<file path="config.mk">
export PLATFORM = sky130hd
export DESIGN_NAME = display_scan_controller
export DESIGN_NICKNAME = d
export VERILOG_FILES = /design/src/rtl/display_scan_controller.sv
export SDC_FILE = /design/constraint.sdc
export NUM_CORES = 1
export LEC_CHECK = 0
export BUFFER_PORTS_ARGS = -buffer_cell sky130_fd_sc_hd__buf_2
export CORE_MARGIN = 2
export CORE_UTILIZATION = 52
export DETAILED_ROUTE_END_ITERATION = 8
export PLACE_DENSITY = 0.75
export SETUP_SLACK_MARGIN = 0.02
export SLEW_MARGIN = 20
export SYNTH_ARGS = -nofsm -noshare
export SYNTH_HDL_FRONTEND = slang
export SYNTH_SLANG_ARGS = --single-unit
</file>
<file path="constraint.sdc">
create_clock -name clk -period 2.7 [get_ports clk]
set_input_delay 0.27 -clock clk [delete_from_list [all_inputs] [get_ports clk]]
set_output_delay 0.27 -clock clk [all_outputs]
set_load 0.05 [all_outputs]
</file>
<file path="src/rtl/display_scan_controller.sv">
// display_scan_controller: scans a 4-digit common-anode 7-segment display
// through one shared hex decoder. Each digit slot is a BLANK dead-time
// followed by a SHOW window; host values are committed at frame start.
module display_scan_controller #(
    parameter int DIGIT_CYCLES = 50000,
    parameter int BLANK_CYCLES = 4,
    parameter bit ACTIVE_LOW   = 1'b1
) (
    input  logic        clk,
    input  logic        rst,
    input  logic        en,
    input  logic [15:0] data_in,
    input  logic        load,
    input  logic [3:0]  dp_in,
    input  logic        lz_blank,
    output logic [3:0]  nibble,
    output logic        seg_blank,
    output logic [3:0]  an,
    output logic        dp,
    output logic        upd_pending
);

    localparam int MAX_CYC = (DIGIT_CYCLES > BLANK_CYCLES) ? DIGIT_CYCLES : BLANK_CYCLES;
    localparam int CNT_W   = $clog2(MAX_CYC) + 1;

    // Valid/ready does not apply here: load is a one-cycle strobe that is
    // always accepted; the shadow register absorbs it until the next commit.

    typedef enum logic [1:0] {
        ST_IDLE  = 2'd0,
        ST_BLANK = 2'd1,
        ST_SHOW  = 2'd2
    } state_t;

    state_t             state_q, state_d;
    logic [1:0]         idx_q, idx_d;
    logic [CNT_W-1:0]   cnt_q, cnt_d;
    logic               commit;
    logic [15:0]        shadow_q, shadow_d;
    logic [3:0]         sdp_q, sdp_d;
    logic [15:0]        disp_q, disp_d;
    logic [3:0]         ddp_q, ddp_d;
    logic               pend_q, pend_d;
    logic [3:0]         nibble_q, nibble_d;
    logic               seg_blank_q, seg_blank_d;
    logic [3:0]         an_q, an_d;
    logic               dp_q, dp_d;
    logic               supp;
    logic [3:0]         an_act;
    logic               dp_act;

    // Next state: scan sequencing, with en=0 overriding everything to IDLE.
    always_comb begin
        state_d = state_q;
        idx_d   = idx_q;
        cnt_d   = cnt_q;
        commit  = 1'b0;
        case (state_q)
            ST_IDLE: begin
                if (en) begin
                    state_d = ST_BLANK;
                    idx_d   = 2'd0;
                    cnt_d   = '0;
                    commit  = 1'b1;
                end
            end
            ST_BLANK: begin
                if (cnt_q == CNT_W'(BLANK_CYCLES - 1)) begin
                    state_d = ST_SHOW;
                    cnt_d   = '0;
                end else begin
                    cnt_d = cnt_q + 1'b1;
                end
            end
            ST_SHOW: begin
                if (cnt_q == CNT_W'(DIGIT_CYCLES - 1)) begin
                    state_d = ST_BLANK;
                    cnt_d   = '0;
                    idx_d   = idx_q + 2'd1;
                    commit  = (idx_q == 2'd3);
                end else begin
                    cnt_d = cnt_q + 1'b1;
                end
            end
            default: begin
                state_d = ST_IDLE;
                idx_d   = 2'd0;
                cnt_d   = '0;
            end
        endcase
        if (!en) begin
            state_d = ST_IDLE;
            idx_d   = 2'd0;
            cnt_d   = '0;
            commit  = 1'b0;
        end
    end

    // Shadow capture and frame-boundary commit; a load in the commit cycle
    // flows straight through because commit copies the updated shadow.
    always_comb begin
        shadow_d = shadow_q;
        sdp_d    = sdp_q;
        disp_d   = disp_q;
        ddp_d    = ddp_q;
        pend_d   = pend_q;
        if (load) begin
            shadow_d = data_in;
            sdp_d    = dp_in;
            pend_d   = 1'b1;
        end
        if (commit) begin
            disp_d = shadow_d;
            ddp_d  = sdp_d;
            pend_d = 1'b0;
        end
    end

    // Output decode from the next state so every output leaves a flop.
    always_comb begin
        nibble_d    = 4'd0;
        seg_blank_d = 1'b1;
        an_act      = 4'd0;
        dp_act      = 1'b0;
        case (idx_d)
            2'd3:    supp = lz_blank && (disp_d[15:12] == 4'd0);
            2'd2:    supp = lz_blank && (disp_d[15:8] == 8'd0);
            2'd1:    supp = lz_blank && (disp_d[15:4] == 12'd0);
            default: supp = 1'b0;
        endcase
        if (state_d != ST_IDLE) begin
            case (idx_d)
                2'd0:    nibble_d = disp_d[3:0];
                2'd1:    nibble_d = disp_d[7:4];
                2'd2:    nibble_d = disp_d[11:8];
                default: nibble_d = disp_d[15:12];
            endcase
        end
        if (state_d == ST_SHOW && !supp) begin
            an_act      = 4'b0001 << idx_d;
            seg_blank_d = 1'b0;
            dp_act      = ddp_d[idx_d];
        end
        an_d = an_act ^ {4{ACTIVE_LOW}};
        dp_d = dp_act ^ ACTIVE_LOW;
    end

    // State, data and output registers with synchronous reset.
    always_ff @(posedge clk) begin
        if (rst) begin
            state_q     <= ST_IDLE;
            idx_q       <= 2'd0;
            cnt_q       <= '0;
            shadow_q    <= 16'd0;
            sdp_q       <= 4'd0;
            disp_q      <= 16'd0;
            ddp_q       <= 4'd0;
            pend_q      <= 1'b0;
            nibble_q    <= 4'd0;
            seg_blank_q <= 1'b1;
            an_q        <= {4{ACTIVE_LOW}};
            dp_q        <= ACTIVE_LOW;
        end else begin
            state_q     <= state_d;
            idx_q       <= idx_d;
            cnt_q       <= cnt_d;
            shadow_q    <= shadow_d;
            sdp_q       <= sdp_d;
            disp_q      <= disp_d;
            ddp_q       <= ddp_d;
            pend_q      <= pend_d;
            nibble_q    <= nibble_d;
            seg_blank_q <= seg_blank_d;
            an_q        <= an_d;
            dp_q        <= dp_d;
        end
    end

    assign nibble      = nibble_q;
    assign seg_blank   = seg_blank_q;
    assign an          = an_q;
    assign dp          = dp_q;
    assign upd_pending = pend_q;

endmodule

</file>
# Word level (Yosys, flattened, before mapping)
# Cells that the tools add are included.
# op_classes
add_sub_neg	2
n_mul	0
n_div	0
n_lt_le_gt_ge	1
eq_ne	9
shifts	1
muxes	24
n_bitwise	4
n_reduce_logical	14
# ops
op	n
$mux W17	2
$pmux W17 S2	1
$mux W16	2
$add A17 B1 Y17 const B	1
$eq A17 B16 Y1 const B	1
$eq A17 B2 Y1 const B	1
$logic_not A12 Y1	1
$mux W4	3
$pmux W4 S3	1
$eq A2 B2 Y1 const B	5
$mux W2	5
$logic_not A8 Y1	1
$pmux W2 S3	1
$reduce_or A2 Y1	3
$mux W1	5
$eq A2 B1 Y1 const B	2
$logic_and A1 B1 Y1	4
$logic_not A2 Y1	2
$logic_not A4 Y1	1
$not A4 Y4	1
$pmux W2 S2	1
$shl A1 B2 Y4 const A	1
$lt A2 B3 Y1 const B	1
$not A1 Y1	3
6 further kinds	6
# word_totals
ff_bits	72
latchBits	0
ram_bits	0
rom_bits	0
in_bits	25
output_inout_bits	11
wordCells	67
memories	0

# Depth between registers and ports, before layout
# Gate-level depths: netlist (run 1).
# depth
ltp_word	12
ltp_mapped	14
mapped_depth_nobuf	13

# Worst setup path after synthesis (run 1)
# Ideal clock, no wire load.
# synth_path
path_type	register to register
startpoint	reg cnt_q[0]
endpoint	reg an_q[1] (netlist: an[1])
setup_time_ns	0.131
t_arrival_ns	2.517
required_time_ns	2.569
setup_slack_ns	0.052
path_stages_with_launch	15
synth_period_minus_slack_ns	2.648
path_cell_list	dfxtp_1 -> ha_1 -> and4_1 -> and4_1 -> buf_6 -> o21bai_1 -> a32oi_1 -> nor2_1 -> ha_1 -> a21oi_1 -> a21oi_1 -> mux2i_1 -> nor3b_1 -> a21boi_0 -> nand2_1
# synth_between
word_cells_on_any_way	29
classes_between	6 x eq/ne; 1 x shift; 13 x mux; 1 x bitwise; 8 x reduce/logical
# synth_rtl
element	line	source
start: declaration	37	logic [CNT_W-1:0] cnt_q, cnt_d;
start signal: assignment	166	cnt_q <= cnt_d;
$eq A17 B16 Y1 (*)	76	if (cnt_q == CNT_W'(DIGIT_CYCLES - 1)) begin
$mux W2 (*)	76	
$pmux W2 S2 (*)	58	case (state_q)
$mux W2 (*)	91	if (!en) begin
net idx_d[1]	36	logic [1:0] idx_q, idx_d;
$eq A2 B1 Y1 / $eq A2 B2 Y1 (equally long branches)	125	case (idx_d)
$pmux W1 S3	125	
$logic_not A1 Y1	139	if (state_d == ST_SHOW && !supp) begin
$logic_and A1 B1 Y1	139	
$mux W4 (*)	139	
$not A4 Y4 (no line) (*)	n/a	
end signal: assignment	161	an_q <= {4{ACTIVE_LOW}};
end signal: assignment	174	an_q <= an_d;
end: declaration	46	logic [3:0] an_q, an_d;
# Mark *: on every way through the listed nets, which the timed path passes. The rest lies on a longest branch.
# A chain may end at the register's enable or synchronous reset.

# Worst setup path in the final report (run 1)
# layout_path
startpoint	reg cnt_q[0]
endpoint	reg an_q[2] (netlist: an[2])
# Same word-level chain as after synthesis.

==> reports/metrics.yaml, run 1 <==
outcome:
  status: "finished, final reports clean"
drt:
  num_vias: 2488
  via_per_inst: 5.28
  first_pass_iters: 4
  drt-initial-drc-count: 158
  antenna_left: 0
  drc: 0
  wl_per_cell_um: 13.1
  drt-total-wl_um: 6170
grt:
  grt_start_max_net_pins: 48
  antenna_found_initial: 0
  grt_pass1_wl_um: 9650
  globalRouteOverflowTotal: 0
  track_usage_pct: 19.6
  grt_pass1_vias: 2196
floorplan:
  dieArea_um2: 6620
  pin_count: 36
  start_util_pct: 53.2
  rows: 28
  fp.coreArea_um2: 5850
  die_h_um: 81.4
  die_x_um: 81.4
timing:
  max_freq_mhz: 390
  setup_viol: 0
  hold_viol: 0
  worstMarginPinSlew_ns: 0.819
  finalCritPeriodShare_pct: 95.1
  max-slew-margin-rel_pct: 45.4
  slew_viol_final: 0
  fin_crit_ns: 2.57
  grt_setup_unrepaired: "true"
  fin_ws_ns: 0.133
  clock-skew-final_ns: 0.00931
yosys:
  async_flop_share_pct: 0
  yosysWarningCount: 0
  syn_area_per_cell_um2: 9.00
  synth_cells: 346
  ys_ff_latch: 72
  yosysMostFrequentCell: "dfxtp_1"
  synth.yosys.seq_area_share_pct: 46.3
  synthFlopType: "dfxtp_1"
  syn-num-nets: 382
  synth_top_area_share_pct: 46.3
  yosysUniqueCellTypes: 42
  synth_edf_count: 0
  synth_top_cell_by_area: "dfxtp_1"
  synth.cell_area_um2: 3110
  synth_commonest_cells: "dfxtp_1, nor2_1, nand2_1"
  synthTopCellsByArea: "dfxtp_1, nor2_1, mux2i_1"
job:
  cap_violations: 0
setup_path:
  worstPathArrival_ns: 2.80
  cp-start-kind: "register"
  r2r-end: "an[2]"
  critPathCaptureType: "register"
  timing.critical_path.required_ns: 2.94
  rr_worst_depth: 14
  path_class: "register to register"
  regToRegStartpoint: "cnt_q[0]"
  r2r_slack_ns: 0.13
  crit_path_max_fanout: 4
clock_network:
  cts_buffer_depth: 2
  ctsHoldBuffers: 0
  clkTransAtPathRegs_ns: 0.07
  cts_tree: "done"
  cts_num_sinks: 72
  htreeDepth: 3
  cts-buffers-inserted: 9
  clk_latency_ns: 0.35
  clock-root-buffer: "clkbuf_8"
pwr:
  p_leak_uw: 0.00156
  ir_drop_uv: 405
  power.density_nw_per_um2: 640
hold_path:
  min_to: "shadow_q[1]"
  hold_start: "data_in[1]"
  holdPathStages: 3
  hold_path_class: "input port to register"
place:
  dp.cells: 452
  gp_congestion: 0.810
  dp_hpwl_um: 4250
  pre_cts_ws_ns: 0.0205
  port_buffers: 35
cells_and_area:
  seq_area_um2: 1450
  nets: 427
  fillers: 489
  antenna_cells: 0
  utilization_pct: 63.2
  drive_gt1_share_pct: 19.9
  multiInputGateArea_um2: 1580
  instances_no_fill: 471
  syn_to_final_growth_pct: 18.8
==> metrics by stage <==
| step | instance area (um^2) | power [uW] | hold slack, ns | setup TNS, ns |
|---|---|---|---|---|
| 5_1_grt | 3700 | 2460 | 0.192 | -0.194 |
| 2_1_floorplan | 3110 | 1300 | 0.385 | 0 |
| 6_report | 3700 | 2370 | 0.182 | 0 |
| 3_5_place_dp | 3390 | 1360 | 0.432 | 0 |
| 3_3_place_gp | 3390 | 1350 | 0.423 | 0 |
| 4_1_cts | 3640 | 2380 | 0.171 | 0 |
==> critical path, cell delays in order, from the launching register on <==
cell	delay, ns
dfxtp_2	0.36
ha_4	0.13
and4_1	0.19
and4_4	0.26
o21bai_1	0.07
a32oi_1	0.21
nor2_1	0.09
ha_1	0.35
a21oi_2	0.13
a21oi_1	0.07
mux2i_1	0.14
nor3b_1	0.07
a21boi_1	0.20
buf_4	0.15
nand2_1	0.05
==> cells by family after synthesis <==
family	Yosys count	share of synthesized area, %
AND/OR/NAND/NOR	166	26.0
flip-flops	72	46.3
AO/OA/AOI/OAI	29	5.99
buffers and inverters	27	4.26
multiplexers	25	8.52
XOR/XNOR	16	4.50
adder cells (fa/ha/maj)	11	4.42
==> per-layer routing <==
| layer | share of wire, % | wire [um] | track usage [%] |
|---|---|---|---|
| met5 | 0 | 0 | 0 |
| met4 | 1.9 | 116 | 8.81 |
| met3 | 4.7 | 291 | 6.56 |
| met2 | 49 | 3040 | 32.1 |
| met1 | 44 | 2730 | 23.1 |
==> repair_timing <==
action | 4_1_cts | 5_1_grt
hold endpoints to repair | 0 | 0
gates resized for setup | 1 | 11
pin swaps | 0 | 7
setup buffers | 0 | 3
endpoints found under the setup margin | 2 | 6
==> power by group <==
group / switching, uW / total, uW / internal, uW
registers: 18.5 / 1130 / 1110
clock network: 418 / 1030 / 615
logic: 121 / 210 / 88.9
total: 557 / 2370 / 1810
==> placed cells by master (no fill, tap or decap), types with 3 or more instances in the layout <==
| cell | instances |
|---|---|
| buf_2 | 35 |
| xor2_1 | 8 |
| nor2_1 | 67 |
| and3_1 | 9 |
| dfxtp_1 | 69 |
| nor3_1 | 6 |
| clkbuf_8 | 9 |
| dfxtp_2 | 3 |
| inv_1 | 11 |
| xnor2_1 | 8 |
| buf_4 | 13 |
| nor4_1 | 8 |
| ha_1 | 10 |
| bufinv_16 | 3 |
| nand3b_1 | 8 |
| o2111ai_1 | 4 |
| nand2_1 | 35 |
| o21ai_0 | 11 |
| nor3b_1 | 10 |
| mux2i_1 | 22 |
| nand3_1 | 8 |
==> sequential cells by signal (all words and copies together) (netlist names) <==
name	count
cnt_q	17
disp_q	16
shadow_q	16
an	4
ddp_q	4
nibble	4
sdp_q	4
idx_q	2
state_q	2
dp	1
seg_blank	1
upd_pending	1
==> layout make-up <==
cell class                      count  share of cell area (%)
Inverter                           12                    1.22
Clock inverter                      7                    3.25
Timing Repair Buffer               49                    7.91
Tap cell                           75                    2.54
Clock buffer                        9                    3.35
Multi-Input combinational cell    247                    42.7
Sequential cell                    72                    39.1
==> worst max-delay path by stage <==
stage | from | endpoint | cells after the start
CTS | cnt_q[0] | an[2] | 14
floorplan | cnt_q[0] | an[1] | 14
detailed placement | cnt_q[0] | an[2] | 14
global route | cnt_q[0] | an[2] | 14
global placement | cnt_q[0] | an[2] | 14
finish | cnt_q[0] | an[2] | 14
Power figures use the tool's default switching activity.
==> inputs of run 2 (changes only) <==
--- a/config.mk
+++ b/config.mk
@@ -7,9 +7,10 @@
 export LEC_CHECK = 0
 export BUFFER_PORTS_ARGS = -buffer_cell sky130_fd_sc_hd__buf_2
 export CORE_MARGIN = 2
-export CORE_UTILIZATION = 52
+export CORE_UTILIZATION = 54
+export CTS_BUF_LIST = sky130_fd_sc_hd__clkbuf_4 sky130_fd_sc_hd__clkbuf_8
 export DETAILED_ROUTE_END_ITERATION = 8
-export PLACE_DENSITY = 0.75
+export PLACE_DENSITY = 0.78
 export SETUP_SLACK_MARGIN = 0.02
 export SLEW_MARGIN = 20
 export SYNTH_ARGS = -nofsm -noshare
==> run 2 against run 1 <==
  * Via count shrank 0.68%
  * Wire length shrank 0.91%
  * Critical path depth is the same
  * Register-to-register slack gained 0.03 ns
  * Largest power group unchanged
==> reports/metrics.yaml, run 2 (same netlist as run 1, synthesis figures left out) <==
pwr:
  ir_drop_uv: 444  # +9.5%
  power.density_nw_per_um2: 588  # -8.2%
  p_switching_uw: 535  # -4.0%
  totalPowerFinal_uw: 2180  # -7.9%
  seq_power_share_pct: 51.6  # +4.1 points
  p_leak_uw: 0.00155  # -1.0%
  intPower_uw: 1640  # -9.2%
  pwr-share-comb_pct: 9.8  # +0.9 points
  switching_share_pct: 24.6  # +1.0 points
  clock_power_share_pct: 38.5  # -5.1 points
timing:
  finalCritPeriodShare_pct: 94.1  # -0.93 points
  setup_viol: 0  # unchanged
  clock-skew-final_ns: 0.00796  # -0.00134 ns
  fin_setup_tns_ns: 0  # unchanged
  worstMarginPinSlew_ns: 0.790  # -0.0289 ns
  slew_viol_final: 0  # unchanged
  grt_setup_unrepaired: "false"
  max-slew-margin-rel_pct: 47.3  # +1.9 points
  max_freq_mhz: 393  # +0.99%
  fin_crit_ns: 2.54  # -0.0252 ns
  hold_viol: 0  # unchanged
cells_and_area:
  utilization_pct: 67.0  # +3.7 points
  syn_to_final_growth_pct: 19.1
  nets: 428  # +0.23%
  antenna_cells: 0  # unchanged
  layout_commonest_cell: "dfxtp_1"
  largest_register_ffs: 17  # unchanged
  drive_gt1_share_pct: 21.4  # +1.5 points
  layout_common_cells: "dfxtp_1, nor2_1, nand2_1, buf_2, mux2i_1"
  regMostFlops: "cnt_q"
  fin_area_um2: 3710  # +0.27%
  top_regs: "cnt_q: 17 flops, disp_q: 16 flops, shadow_q: 16 flops"
  fillers: 439  # -10%
drt:
  drt-total-wl_um: 6120  # -0.91%
  drc: 0  # unchanged
  num_vias: 2471  # -0.68%
  first_pass_iters: 4  # unchanged
  antenna_left: 0  # unchanged
  wl_per_cell_um: 13.0  # -0.48%
  via_per_inst: 5.27  # -0.26%
  drt-initial-drc-count: 148  # -6.3%
setup_path:
  cp-start-kind: "register"
  worstPathArrival_ns: 2.79  # about the same
  path_class: "register to register"
  crit_path_max_fanout: 5  # +1
  timing.critical_path.required_ns: 2.94  # about the same
  critPathCaptureType: "register"
clock_network:
  clk_latency_ns: 0.35  # about the same
  ctsHoldBuffers: 0  # unchanged
  cts-buffers-inserted: 9  # unchanged
  cts_buffer_depth: 2  # unchanged
  cts_num_sinks: 72  # unchanged
  htreeDepth: 3  # unchanged
  clock-root-buffer: "clkbuf_8"
  clkTransAtPathRegs_ns: 0.08  # about the same
  cts_tree: "done"
floorplan:
  fp.coreArea_um2: 5540  # -5.3%
  die_h_um: 79.9  # -1.8%
  rows: 27  # -3.6%
  die_x_um: 79.9  # -1.8%
  pin_count: 36  # unchanged
  dieArea_um2: 6390  # -3.5%
  start_util_pct: 56.2  # +3.0 points
job:
  cap_violations: 0  # unchanged
place:
  dp_hpwl_um: 4310  # +1.3%
  gp_congestion: 0.876  # +8.2%
  place_area_um2: 3390  # +0.11%
  port_buffers: 35  # unchanged
grt:
  antenna_found_initial: 0  # unchanged
  grt_pass1_wl_um: 9540  # -1.1%
  globalRouteOverflowTotal: 0  # unchanged
  grt_start_max_net_pins: 48  # unchanged
  grt_pass1_vias: 2234  # +1.7%
  track_usage_pct: 19.4  # -0.23 points
hold_path:
  hold_path_class: "input port to register"
outcome:
  status: "finished, final reports clean"
==> run 2: cell count changes in the layout (fill, tap and decap cells not counted), sizes merged <==
| cell | before | now |
|---|---|---|
| clkbuf | 9 | 11 |
| bufinv | 3 | 1 |
| buf | 49 | 50 |
| clkinv | 3 | 1 |
| clkinvlp | 1 | 3 |
==> run 2: repair_timing <==
action	in CTS	in global routing
pin swaps	1	9
resized for setup	4	16
endpoints found under the setup margin	5	5
setup buffers	0	3
==> run 2: metal layers <==
| layer | part of all wire [%] | global-route usage (%) | up-vias |
|---|---|---|---|
| met5 | 0 | 0 | - |
| met4 | 1.6 | 6.44 | 0 |
| met3 | 4.2 | 6.33 | 9 |
| met2 | 50 | 33.7 | 38 |
| met1 | 45 | 22.3 | 1162 |
| li1 | - | - | 1262 |
==> run 2: critical path, cell delays in order (launching register included) <==
cell and delay (ns):
dfxtp_2 0.34, ha_4 0.15, and4_1 0.19, and4_4 0.21
buf_4 0.14, a32oi_4 0.29, nor2_4 0.07, ha_4 0.25
a21oi_2 0.12, a21oi_2 0.07, mux2i_1 0.14, nor3b_1 0.07
a21boi_1 0.20, buf_4 0.15, nand2_1 0.05
==> run 2: layout make-up <==
type / instances / area, um^2 / share of cell area (%)
Multi-Input combinational cell: 247 / 1630 / 44.0
Sequential cell: 72 / 1450 / 39.0
Timing Repair Buffer: 50 / 300 / 8.09
Clock buffer: 11 / 139 / 3.74
Tap cell: 72 / 90.1 / 2.43
Clock inverter: 5 / 57.6 / 1.55
Inverter: 12 / 45.0 / 1.21
==> run 2: stage by stage <==
stage               setup slack, ns  hold WS [ns]  cells
global route                0.00500         0.194    469
global placement           -0.00409         0.423    450
finish                        0.159         0.187    469
floorplan                    0.0521         0.385    346
detailed placement           -0.128         0.437    450
CTS                          0.0205         0.187    466
==> run 2: path summary, 6_finish.rpt <==
path,start,end,slack (ns),cells after the start
max,cnt_q[0],an[2],0.16,14
min,data_in[1],shadow_q[1],0.19,3
max reg2reg,cnt_q[0],an[2],0.16,14
min reg2reg,cnt_q[0],cnt_q[0],0.45,1
==> run 2: power by group through the flow <==
stage,combinational (uW),clock (uW),sequential (uW)
floorplan,145,0,1160
global placement,207,0,1150
detailed placement,211,0,1150
CTS,212,854,1120
global route,237,906,1130
finish,215,840,1120
==> inputs of run 3 (changes only) <==
--- a/config.mk
+++ b/config.mk
@@ -11,6 +11,7 @@
 export CTS_BUF_LIST = sky130_fd_sc_hd__clkbuf_4 sky130_fd_sc_hd__clkbuf_8
 export DETAILED_ROUTE_END_ITERATION = 8
 export PLACE_DENSITY = 0.78
+export REMOVE_ABC_BUFFERS = 1
 export SETUP_SLACK_MARGIN = 0.02
 export SLEW_MARGIN = 20
 export SYNTH_ARGS = -nofsm -noshare
==> run 3 against run 2 <==
  * Die area did not move
  * Wire length rose by 5.2%
  * Count of clock-buffer cells in the layout fell by 1
  * Non-clock buffer count fell by 3
  * Register-to-register slack got worse by 0.04 ns
  * Setup slack got worse by 0.036 ns
  * Flip-flop and latch count did not move
  * Via count rose by 1.7%
  * Sequential share of layout area rose by 0.75 points
  * Clock skew rose by 0.00066 ns
  * First-iteration DRC count fell by 14%
  * Clock power rose by 15%
  * Largest cell class unchanged
  * Largest power group unchanged
  * Highest routed layer unchanged
==> reports/metrics.yaml, run 3 (same netlist as run 1, synthesis figures left out) <==
timing:
  hold_viol: 0  # unchanged
  worstMarginPinSlew_ns: 0.581  # -0.209 ns
  max_freq_mhz: 388  # -1.4%
  fin_setup_tns_ns: 0  # unchanged
  grt_setup_unrepaired: "true"
  finalCritPeriodShare_pct: 95.5  # +1.3 points
  setup_viol: 0  # unchanged
  clock-skew-final_ns: 0.00863  # +0.000662 ns
  max-slew-margin-rel_pct: 61.3  # +14 points
  slew_viol_final: 0  # unchanged
  fin_crit_ns: 2.58  # +0.0364 ns
cells_and_area:
  layout_commonest_cell: "nor2_1"
  layout_common_cells: "nor2_1, dfxtp_1, nand2_1, buf_2, mux2i_1"
  utilization_pct: 66.0  # -0.93 points
  drive_gt1_share_pct: 20.3  # -1.1 points
  fillers: 466  # +6.2%
  regMostFlops: "cnt_q"
  fin_area_um2: 3660  # -1.4%
  antenna_cells: 0  # unchanged
  nets: 425  # -0.70%
  syn_to_final_growth_pct: 17.5
  largest_register_ffs: 17  # unchanged
  top_regs: "cnt_q: 17 flops, disp_q: 16 flops, shadow_q: 16 flops"
setup_path:
  regToRegStartpoint: "cnt_q[1]"
  crit_path_max_fanout: 6  # +1
  worstPathArrival_ns: 2.82  # +0.03 ns
  setup.worst_path.start: "cnt_q[1]"
  timing.critical_path.required_ns: 2.94  # about the same
  critPathCaptureType: "register"
  path_class: "register to register"
  cp-start-kind: "register"
job:
  cap_violations: 0  # unchanged
clock_network:
  htreeDepth: 3  # unchanged
  cts-buffers-inserted: 9  # unchanged
  ctsHoldBuffers: 0  # unchanged
  cts_num_sinks: 72  # unchanged
  clock-root-buffer: "clkbuf_8"
  clk_latency_ns: 0.35  # about the same
  cts_tree: "done"
  cts_buffer_depth: 2  # unchanged
  clkTransAtPathRegs_ns: 0.08  # about the same
grt:
  grt_start_max_net_pins: 34  # -29%
  globalRouteOverflowTotal: 0  # unchanged
  track_usage_pct: 21.2  # +1.9 points
  antenna_found_initial: 0  # unchanged
  grt_pass1_wl_um: 10200  # +6.6%
  grt_pass1_vias: 2392  # +7.1%
drt:
  drt-initial-drc-count: 128  # -14%
  drc: 0  # unchanged
  wl_per_cell_um: 13.8  # +5.9%
  antenna_left: 0  # unchanged
  drt-total-wl_um: 6440  # +5.2%
  num_vias: 2512  # +1.7%
  via_per_inst: 5.39  # +2.3%
  first_pass_iters: 4  # unchanged
hold_path:
  hold_start: "dp_in[3]"
  hold_path_class: "input port to register"
floorplan:
  dieArea_um2: 6390  # unchanged
  start_util_pct: 56.2  # unchanged
  fp.coreArea_um2: 5540  # unchanged
  die_x_um: 79.9  # unchanged
  die_h_um: 79.9  # unchanged
  pin_count: 36  # unchanged
  rows: 27  # unchanged
pwr:
  p_switching_uw: 555  # +3.6%
  pwr-share-comb_pct: 9.2  # -0.6 points
  ir_drop_uv: 428  # -3.6%
  switching_share_pct: 24.1  # -0.42 points
  totalPowerFinal_uw: 2300  # +5.4%
  clock_power_share_pct: 41.9  # +3.4 points
  seq_power_share_pct: 48.9  # -2.7 points
  power.density_nw_per_um2: 628  # +6.9%
  intPower_uw: 1740  # +6.0%
  p_leak_uw: 0.00153  # -0.88%
outcome:
  status: "finished, final reports clean"
place:
  place_area_um2: 3370  # -0.81%
  gp_congestion: 0.884  # +0.94%
  dp_hpwl_um: 4610  # +6.8%
  port_buffers: 35  # unchanged
[run 3: routing by layer]
metal,global-route usage (%),part of all wire [%]
met5,0,0
met4,10.0,2.0
met3,7.58,4.4
met2,35.8,50
met1,23.7,43
[run 3: metrics by stage]
stage,hold WS (ns),setup slack [ns],std cells
2_1_floorplan,0.342,-0.0341,331
3_3_place_gp,0.422,0.158,448
3_5_place_dp,0.436,0.00678,448
4_1_cts,0.169,0.0274,464
5_1_grt,0.188,-0.0287,466
6_report,0.175,0.122,466
[run 3: final cells by class]
cell class	instances	area [um^2]	share of cell area [%]
Multi-Input combinational cell	247	1580	43.1
Clock inverter	6	91.3	2.50
Tap cell	72	90.1	2.46
Timing Repair Buffer	47	265	7.25
Sequential cell	72	1450	39.7
Clock buffer	10	138	3.76
Inverter	12	45.0	1.23
[run 3: final timing paths]
path | to | slack [ns] | cells past startpoint
max | an[2] | 0.12 | 13
min | sdp_q[3] | 0.17 | 3
max reg2reg | an[2] | 0.12 | 13
min reg2reg | cnt_q[0] | 0.44 | 1
[run 3: power by group through the flow]
| stage | Clock (uW) | Sequential, uW | Combinational (uW) |
|---|---|---|---|
| 2_1_floorplan | 0 | 1160 | 121 |
| 3_3_place_gp | 0 | 1150 | 205 |
| 3_5_place_dp | 0 | 1150 | 211 |
| 4_1_cts | 979 | 1120 | 212 |
| 5_1_grt | 1030 | 1130 | 236 |
| 6_report | 962 | 1120 | 212 |
[run 3: what timing repair did]
action	4_1_cts	5_1_grt
setup buffers	0	3
pin swaps	0	11
resized for setup	1	15
setup endpoints to repair	4	6
[run 3: critical path: stages (launching register included)]
cell      delay (ns)
dfxtp_2         0.35
ha_4            0.13
and4_1          0.19
and4_4          0.27
o21bai_1        0.08
a32oi_1         0.21
nor2_1          0.11
ha_1            0.36
a21oi_1         0.13
a21oi_1         0.09
mux2i_1         0.15
nor3b_1         0.08
a21boi_2        0.23
nand2_1         0.08
